[src/rtl/matmul_seq_ctrl.sv]
// matmul_seq_ctrl: host-side job sequencer for the 3x3 4-bit matmul engine.
// Checks dims, clears the bank, streams W then X, waits for unload, reports.
//
// Ports:
//   clk, rst_n           clock, async active-low reset
//   start                job request (sampled in IDLE only)
//   row_w/col_w/row_x/col_x  matrix dimensions (2 bits each)
//   s_valid/s_data/s_ready   host element stream (valid/ready)
//   mem_data/mem_we      registered element write to bank
//   mem_clear            bank clear strobe
//   mem_dims             latched {row_w,col_w,row_x,col_x}
//   unload_done          bank unload complete
//   busy/done/err        status: not-idle, job-done pulse, sticky error
//
// Optional: define MATMUL_SEQ_CTRL_TIMEOUT_EN to add a COMPUTE watchdog
// that aborts the job after TIMEOUT cycles without unload_done.

module matmul_seq_ctrl #(
    parameter int DATA_W  = 4,
    parameter int CNT_W   = 4,
    parameter int TIMEOUT = 15
) (
    input  logic              clk,
    input  logic              rst_n,
    input  logic              start,
    input  logic [1:0]        row_w,
    input  logic [1:0]        col_w,
    input  logic [1:0]        row_x,
    input  logic [1:0]        col_x,
    input  logic              s_valid,
    input  logic [DATA_W-1:0] s_data,
    output logic              s_ready,
    output logic [DATA_W-1:0] mem_data,
    output logic              mem_we,
    output logic              mem_clear,
    output logic [7:0]        mem_dims,
    input  logic              unload_done,
    output logic              busy,
    output logic              done,
    output logic              err
);

    typedef enum logic [2:0] {
        S_IDLE,
        S_CHECK,
        S_CLEAR,
        S_LOAD_W,
        S_LOAD_X,
        S_COMPUTE,
        S_DONE
    } state_t;

    state_t            r_state;
    state_t            w_next;

    logic [7:0]        r_dims;
    logic              r_err;
    logic [CNT_W-1:0]  r_cnt;
    logic [DATA_W-1:0] r_mem_data;
    logic              r_mem_we;

    logic              w_ready;
    logic              w_xfer;
    logic              w_bad;
    logic              w_last;
    logic              w_timeout;
    logic [CNT_W-1:0]  w_nw;
    logic [CNT_W-1:0]  w_nx;

    assign w_ready = (r_state == S_LOAD_W) || (r_state == S_LOAD_X);
    assign w_xfer  = s_valid && w_ready;

    assign w_bad = (r_dims[7:6] == 2'd0) || (r_dims[5:4] == 2'd0) ||
                   (r_dims[3:2] == 2'd0) || (r_dims[1:0] == 2'd0) ||
                   (r_dims[5:4] != r_dims[3:2]);

    // Beat counts; operands are 2-bit so the product never exceeds 9.
    assign w_nw = CNT_W'(r_dims[7:6]) * CNT_W'(r_dims[5:4]);
    assign w_nx = CNT_W'(r_dims[3:2]) * CNT_W'(r_dims[1:0]);

    // Counter counts down to 1; the beat taken at 1 is the last one.
    assign w_last = (r_cnt == CNT_W'(1));

`ifdef MATMUL_SEQ_CTRL_TIMEOUT_EN
    localparam int TC_W = $clog2(TIMEOUT + 1);

    logic [TC_W-1:0] r_tcnt;

    // r_tcnt equals the number of COMPUTE cycles already elapsed.
    assign w_timeout = (r_state == S_COMPUTE) && !unload_done &&
                       (r_tcnt == TC_W'(TIMEOUT - 1));

    always_ff @(posedge clk or negedge rst_n) begin
        if (!rst_n) begin
            r_tcnt <= '0;
        end else if (r_state != S_COMPUTE) begin
            r_tcnt <= '0;
        end else begin
            r_tcnt <= r_tcnt + TC_W'(1);
        end
    end
`else
    assign w_timeout = 1'b0;
`endif

    // State register
    always_ff @(posedge clk or negedge rst_n) begin
        if (!rst_n) begin
            r_state <= S_IDLE;
        end else begin
            r_state <= w_next;
        end
    end

    // Next-state logic
    always_comb begin
        w_next = r_state;
        case (r_state)
            S_IDLE: begin
                if (start) begin
                    w_next = S_CHECK;
                end
            end
            S_CHECK: begin
                w_next = w_bad ? S_IDLE : S_CLEAR;
            end
            S_CLEAR: begin
                w_next = S_LOAD_W;
            end
            S_LOAD_W: begin
                if (w_xfer && w_last) begin
                    w_next = S_LOAD_X;
                end
            end
            S_LOAD_X: begin
                if (w_xfer && w_last) begin
                    w_next = S_COMPUTE;
                end
            end
            S_COMPUTE: begin
                if (unload_done) begin
                    w_next = S_DONE;
                end else if (w_timeout) begin
                    w_next = S_IDLE;
                end
            end
            S_DONE: begin
                w_next = S_IDLE;
            end
            default: begin
                w_next = S_IDLE;
            end
        endcase
    end

    // Output logic
    always_comb begin
        s_ready   = 1'b0;
        mem_clear = 1'b0;
        busy      = 1'b0;
        done      = 1'b0;
        s_ready   = w_ready;
        mem_clear = (r_state == S_CLEAR) || w_timeout;
        busy      = (r_state != S_IDLE);
        done      = (r_state == S_DONE);
    end

    // Datapath: dims latch, error flag, beat counter, bank write port
    always_ff @(posedge clk or negedge rst_n) begin
        if (!rst_n) begin
            r_dims     <= '0;
            r_err      <= 1'b0;
            r_cnt      <= '0;
            r_mem_data <= '0;
            r_mem_we   <= 1'b0;
        end else begin
            r_mem_we <= w_xfer;
            if (w_xfer) begin
                r_mem_data <= s_data;
            end
            if (r_state == S_IDLE && start) begin
                r_dims <= {row_w, col_w, row_x, col_x};
                r_err  <= 1'b0;
            end
            if (r_state == S_CHECK && w_bad) begin
                r_err <= 1'b1;
            end
            if (w_timeout && !unload_done) begin
                r_err <= 1'b1;
            end
            if (r_state == S_CLEAR) begin
                r_cnt <= w_nw;
            end else if (w_xfer) begin
                if (r_state == S_LOAD_W && w_last) begin
                    r_cnt <= w_nx;
                end else begin
                    r_cnt <= r_cnt - CNT_W'(1);
                end
            end
        end
    end

    assign mem_data = r_mem_data;
    assign mem_we   = r_mem_we;
    assign mem_dims = r_dims;
    assign err      = r_err;

endmodule
[config.mk]
export PLATFORM = sky130hd
export DESIGN_NAME = matmul_seq_ctrl
export DESIGN_NICKNAME = d
export VERILOG_FILES = /design/src/rtl/matmul_seq_ctrl.sv
export SDC_FILE = /design/constraint.sdc
export NUM_CORES = 1
export LEC_CHECK = 0
export CORE_ASPECT_RATIO = 1.25
export CORE_MARGIN = 4
export CORE_UTILIZATION = 52
export CTS_BUF_LIST = sky130_fd_sc_hd__clkbuf_8
export DETAILED_ROUTE_END_ITERATION = 6
export PLACE_DENSITY = 0.95
export SLEW_MARGIN = 20
export SYNTH_ARGS = -nofsm -noshare
export SYNTH_HDL_FRONTEND = slang
export SYNTH_SLANG_ARGS = --single-unit
[constraint.sdc]
create_clock -name clk -period 3.2 [get_ports clk]
set_input_delay 0.32 -clock clk [delete_from_list [all_inputs] [get_ports clk]]
set_output_delay 0.32 -clock clk [all_outputs]
set_load 0.05 [all_outputs]
==> flow_summary.json, run 1 <==
{
  "status": "finished, final reports clean",
  "ir_worst_vdd_uv": 846,
  "ys_seq_elements": 21,
  "multi_input_area_um2": 594,
  "yosys_warnings": 0,
  "switching_share_pct": 49.4,
  "synthArstFlopShare_pct": 100,
  "regToRegSetupSlack_ns": 1.43,
  "cts_resized": 0,
  "dp_hpwl_mm": 2.09,
  "dieArea_mm2": 0.00309,
  "synth-edff-count": 0,
  "synth_cell_types": 36,
  "netlist_area_mm2": 0.00118,
  "finalHoldViolations": 0,
  "slowest_stage": "clkdlybuf4s50_1",
  "grt-ovfl-total": 0,
  "yosysMostFrequentCell": "dfrtp_1",
  "clkPwrFrac_pct": 9.1,
  "p_int_mw": 0.935,
  "total_power_mw": 1.85,
  "via_count": 953,
  "grt_pass1_wl_mm": 4.50,
  "wl_mm": 2.76,
  "insertion_delay_ns": 0.26,
  "slew_headroom_pct": 37.5,
  "final_util_pct": 71.6,
  "tns_ns": 0,
  "crit_type": "flip-flop to output port",
  "power_leakage_nw": 0.714,
  "cp_cell_sequence": "or3b_1, nand2_1, clkdlybuf4s50_1",
  "core-area_mm2": 0.00219,
  "die_y_um": 61.2,
  "ios": 35,
  "synth_cells": 107,
  "slew_violations": 0,
  "wire_per_inst_um": 16.0,
  "final_antenna_net_count": 0,
  "rr_startpoint": "r_cnt[1]",
  "worst_ep_arrival_time_ns": 2.11,
  "synthFlopType": "dfrtp_1",
  "synth_nets": 130,
  "ctsLongestPathBuffers": 2,
  "num_rows": 19,
  "placedCellCount": 168,
  "grt_max_degree": 22,
  "setup_viol": 0,
  "hold_end": "mem_data[0]",
  "r2r_cells": 6,
  "post-place-ws_ns": 1.07,
  "drv_cap": 0,
  "cts_made_buffers": 3,
  "cts_root_buffer": "clkbuf_8",
  "min_path_type": "flip-flop to flip-flop",
  "finalNonFillerCells": 172,
  "track_usage_pct": 19.9,
  "cp-start-kind": "flip-flop",
  "fin_nets": 165,
  "nFillCells": 149,
  "comb_power_share_pct": 61.1,
  "cts_max_level": 1,
  "start_util_pct": 53.8,
  "clock-sinks": 21,
  "min_path_cells": 1,
  "drc_errors": 0,
  "end_kind": "output port",
  "drt_iter0_markers": 28,
  "fmax_mhz": 412,
  "vias_per_cell": 5.54,
  "period_share_pct": 75.9,
  "drive_above_1_share_pct": 12.8,
  "ys_seq_area_share_pct": 44.7,
  "synth_top_area_share_pct": 44.7,
  "critPathMaxStageDelay_ns": 0.80,
  "cts_tree": "built",
  "gp_congestion": 0.834,
  "postCtsSetupBuffers": 0,
  "cts_hold_buf": 0,
  "avgSynthCellArea_um2": 11.0,
  "seqPwrFrac_pct": 29.8,
  "yosys-top-cells-area": "dfrtp_1, mux2_2, ha_1",
  "synth_common_cells": "dfrtp_1, mux2_2, nand2_1",
  "grt_pass1_vias": 978,
  "clk_pin_slew_ns": 0.07,
  "first_pass_iters": 4,
  "antenna_found_initial": 0,
  "ff_latch_area_um2": 526,
  "crit_path_max_fanout": 12,
  "yosysTopAreaCell": "dfrtp_1",
  "dieWidth_um": 50.5,
  "finalCriticalPeriod_ns": 2.43,
  "rr_endpoint": "r_state[0]",
  "rsz0062_at_grt": "no",
  "max_slew.worst_pin.slew_ns": 0.935,
  "antenna_cells": 0,
  "cp.required_ns": 2.88,
  "min-delay-start": "mem_data[0]",
  "power_density_mw_per_mm2": 1180,
  "switchingPower_mw": 0.911,
  "io_buffers": 34,
  "areaGrowthSynthToFinish_pct": 33.2,
  "fin_ws_ns": 0.772,
  "final.setup_skew_ns": 0.00369
}
placed cells by master (no fill, tap or decap), drive strengths merged, types with 3 or more instances in the layout:
master and instances:
mux2 12, nand3 5, dfrtp 21, nand2 7, o21ai 4, inv 7, clkdlybuf4s50 34, nor2 5
clkbuf 3, and2 6, ha 6, o211ai 4
sequential cells by signal, indices dropped and copies added (netlist names):
register	count
err	1
r_state	3
mem_data	4
mem_we	1
mem_dims	8
r_cnt	4
worst max-delay path, delay by kind of cell, from the launching register on:
family / cells / cell delay [ns]
AND/OR/NAND/NOR: 2 / 0.55
buffers and inverters: 1 / 0.80
flip-flops: 1 / 0.49
cells by family after synthesis:
| group | Yosys count | synth area share, % |
|---|---|---|
| compound gates | 19 | 11.3 |
| xor+xnor | 3 | 2.23 |
| fa+ha+maj | 6 | 6.38 |
| buf+inv | 10 | 4.79 |
| flops | 21 | 44.7 |
| mux | 14 | 13.5 |
| simple gates | 34 | 17.1 |
layout make-up:
| cell class | count | share of cell area, % |
|---|---|---|
| Multi-Input combinational cell | 76 | 37.9 |
| Sequential cell | 21 | 33.5 |
| Timing Repair Buffer | 34 | 21.7 |
| Clock buffer | 3 | 2.64 |
| Tap cell | 31 | 2.48 |
| Inverter | 6 | 1.44 |
| Clock inverter | 1 | 0.240 |
routing by layer:
layer / vias to the layer above / wire length (µm) / GRT usage, %
met2: 26 / 1480 / 36.9
met1: 467 / 1090 / 21.6
met5: - / 0 / 0
met4: 0 / 56 / 8.85
li1: 453 / - / -
met3: 7 / 135 / 5.08
stage by stage:
stage	hold WS [ns]	instance area, µm²
final	0.510	1570
after global routing	0.527	1570
after CTS	0.512	1570
after detailed placement	0.496	1520
after global placement	0.490	1520
after floorplan	0.0244	1180
how the worst max path moves through the flow:
stage,from,endpoint,cells after the start
4_1_cts,r_state[1],s_ready,3
2_1_floorplan,r_state[0],mem_dims[0],4
5_1_grt,r_state[0],mem_clear,4
6_report,r_state[1],s_ready,3
3_3_place_gp,r_state[1],s_ready,3
3_5_place_dp,r_state[1],s_ready,3
power by group through the flow:
stage | registers, mW | logic, mW | clock network, mW
3_5_place_dp | 0.550 | 1.12 | 0
5_1_grt | 0.573 | 1.20 | 0.184
4_1_cts | 0.547 | 1.14 | 0.173
2_1_floorplan | 0.801 | 0.531 | 0
6_report | 0.550 | 1.13 | 0.168
3_3_place_gp | 0.534 | 1.09 | 0
(Power assumes the default switching activity.)
==> run 2: changes to the inputs <==
- CORE_UTILIZATION: 52 -> 48
- PLACE_DENSITY: 0.95 -> 0.92
- clock period: 3.2 -> 2.25 ns (I/O delays scaled with it)
==> run 2 against run 1 <==
Hold slack lost 0.20 ns; via count grew 1.9%; cell count grew 0.58%; routed wire length shrank 2.7%; non-clock buffer count grew 1; clock skew is essentially flat; largest power group unchanged.
==> flow_summary.json, run 2 (synthesized netlist as in run 1, its figures left out) <==
{
  "status": "finished, final reports clean",
  "largest_reg_flops": 8,
  "first_pass_iters": 4,
  "finalHoldViolations": 0,
  "regToRegSetupSlack_ns": 0.51,
  "clk_pin_slew_ns": 0.08,
  "vias_per_cell": 5.61,
  "io_buffers": 34,
  "worst_ep_arrival_time_ns": 1.95,
  "drive_above_1_share_pct": 14.8,
  "antenna_cells": 0,
  "wl_mm": 2.68,
  "final.setup_skew_ns": 0.00341,
  "max_slew.worst_pin.slew_ns": 0.523,
  "start_util_pct": 52.1,
  "grt_max_degree": 22,
  "drt_iter0_markers": 23,
  "finalCriticalPeriod_ns": 2.18,
  "die_y_um": 63.3,
  "crit_path_max_fanout": 12,
  "rsz0062_at_grt": "no",
  "total_power_mw": 2.60,
  "ctsLongestPathBuffers": 2,
  "grt_pass1_wl_mm": 4.59,
  "crit_type": "flip-flop to output port",
  "dieWidth_um": 52.3,
  "cts_hold_buf": 0,
  "cts_tree": "built",
  "setup_viol": 0,
  "r2r_cells": 3,
  "dp_hpwl_mm": 2.07,
  "ios": 35,
  "slowest_stage": "clkdlybuf4s50_1",
  "crit_buf_inv": 1,
  "cp_cell_sequence": "or3_1, clkdlybuf4s50_1",
  "dieArea_mm2": 0.00331,
  "seqPwrFrac_pct": 29.9,
  "rr_startpoint": "r_state[1]",
  "clock-sinks": 21,
  "p_int_mw": 1.32,
  "drc_errors": 0,
  "wire_per_inst_um": 15.5,
  "layout_common_cells": "clkdlybuf4s50_1, dfrtp_1, mux2_2",
  "cts_made_buffers": 3,
  "placedCellCount": 169,
  "fin_nets": 166,
  "slew_headroom_pct": 65.0,
  "placed_area_mm2": 0.00152,
  "cts_resized": 0,
  "postCtsSetupBuffers": 0,
  "insertion_delay_ns": 0.26,
  "gp_congestion": 0.904,
  "slew_violations": 0,
  "design_area_mm2": 0.00157,
  "power_leakage_nw": 0.722,
  "finalNonFillerCells": 173,
  "power_density_mw_per_mm2": 1660,
  "grt_pass1_vias": 1018,
  "final_common_cell": "clkdlybuf4s50_1",
  "core-area_mm2": 0.00226,
  "tns_ns": 0,
  "critPathMaxStageDelay_ns": 0.72,
  "comb_power_share_pct": 60.7,
  "period_share_pct": 96.8,
  "fmax_mhz": 459,
  "track_usage_pct": 18.6,
  "areaGrowthSynthToFinish_pct": 33.4,
  "drv_cap": 0,
  "end_kind": "output port",
  "cp_top_family": "buffers and inverters",
  "switching_share_pct": 49.0,
  "num_rows": 19,
  "grt-ovfl-total": 0,
  "final_antenna_net_count": 0,
  "antenna_found_initial": 0,
  "cp.required_ns": 2.03,
  "rr_endpoint": "mem_data[3]",
  "min_path_type": "primary input to async pin",
  "switchingPower_mw": 1.27,
  "cp-start-kind": "flip-flop",
  "cts_root_buffer": "clkbuf_8",
  "clkPwrFrac_pct": 9.4,
  "ir_worst_vdd_uv": 1030,
  "cts_max_level": 1,
  "via_count": 971
}
[run 2: cell count changes in the layout (fill, tap and decap cells not counted), sizes merged]
cell | previous run | this run
buf | 0 | 3
clkdlybuf4s50 | 34 | 32
[run 2: how the worst max path moves through the flow]
stage,cells after the start,endpoint,start
CTS,2,busy,r_state[1]
finish,2,busy,r_state[1]
global placement,2,busy,r_state[1]
detailed placement,2,busy,r_state[1]
global route,2,busy,r_state[1]
floorplan,4,mem_dims[0],r_state[0]
[run 2: power by group through the flow]
stage | Clock, mW | Sequential [mW] | Combinational, mW
floorplan | 0 | 1.14 | 0.755
global placement | 0 | 0.761 | 1.54
detailed placement | 0 | 0.778 | 1.58
CTS | 0.249 | 0.773 | 1.59
global route | 0.265 | 0.820 | 1.69
finish | 0.244 | 0.777 | 1.58
[run 2: metal layers]
| layer | GRT usage, % | vias to the layer above | share of wire [%] |
|---|---|---|---|
| met5 | 0 | - | 0 |
| met4 | 7.67 | 0 | 1.5 |
| met3 | 4.72 | 4 | 3.7 |
| met2 | 32.2 | 27 | 54 |
| met1 | 21.2 | 484 | 41 |
| li1 | - | 456 | - |
[run 2: cell type report]
| cell class | instances | area [µm²] |
|---|---|---|
| fill | 166 | 689 |
| inverter | 6 | 22.5 |
| clock inverter | 1 | 3.75 |
| sequential | 21 | 526 |
| multi-input combinational | 76 | 594 |
| timing repair buffer | 35 | 343 |
| clock buffer | 3 | 41.3 |
| tap | 31 | 38.8 |
[run 2: metrics by stage]
| step | hold WS, ns | setup WS [ns] | util (%) |
|---|---|---|---|
| floorplan | -0.0706 | 0.419 | - |
| global placement | 0.488 | 0.395 | 67.5 |
| detailed placement | 0.493 | 0.376 | 67.5 |
| CTS | 0.311 | 0.0722 | 69.5 |
| global route | 0.327 | 0.000891 | 69.5 |
| finish | 0.307 | 0.0728 | 69.5 |
==> run 3: changes to the inputs <==
- ABC_CLOCK_PERIOD_IN_PS: not set -> 2250
==> results of run 3 <==
Final layout, timing and power as in run 2 (identical DEF).
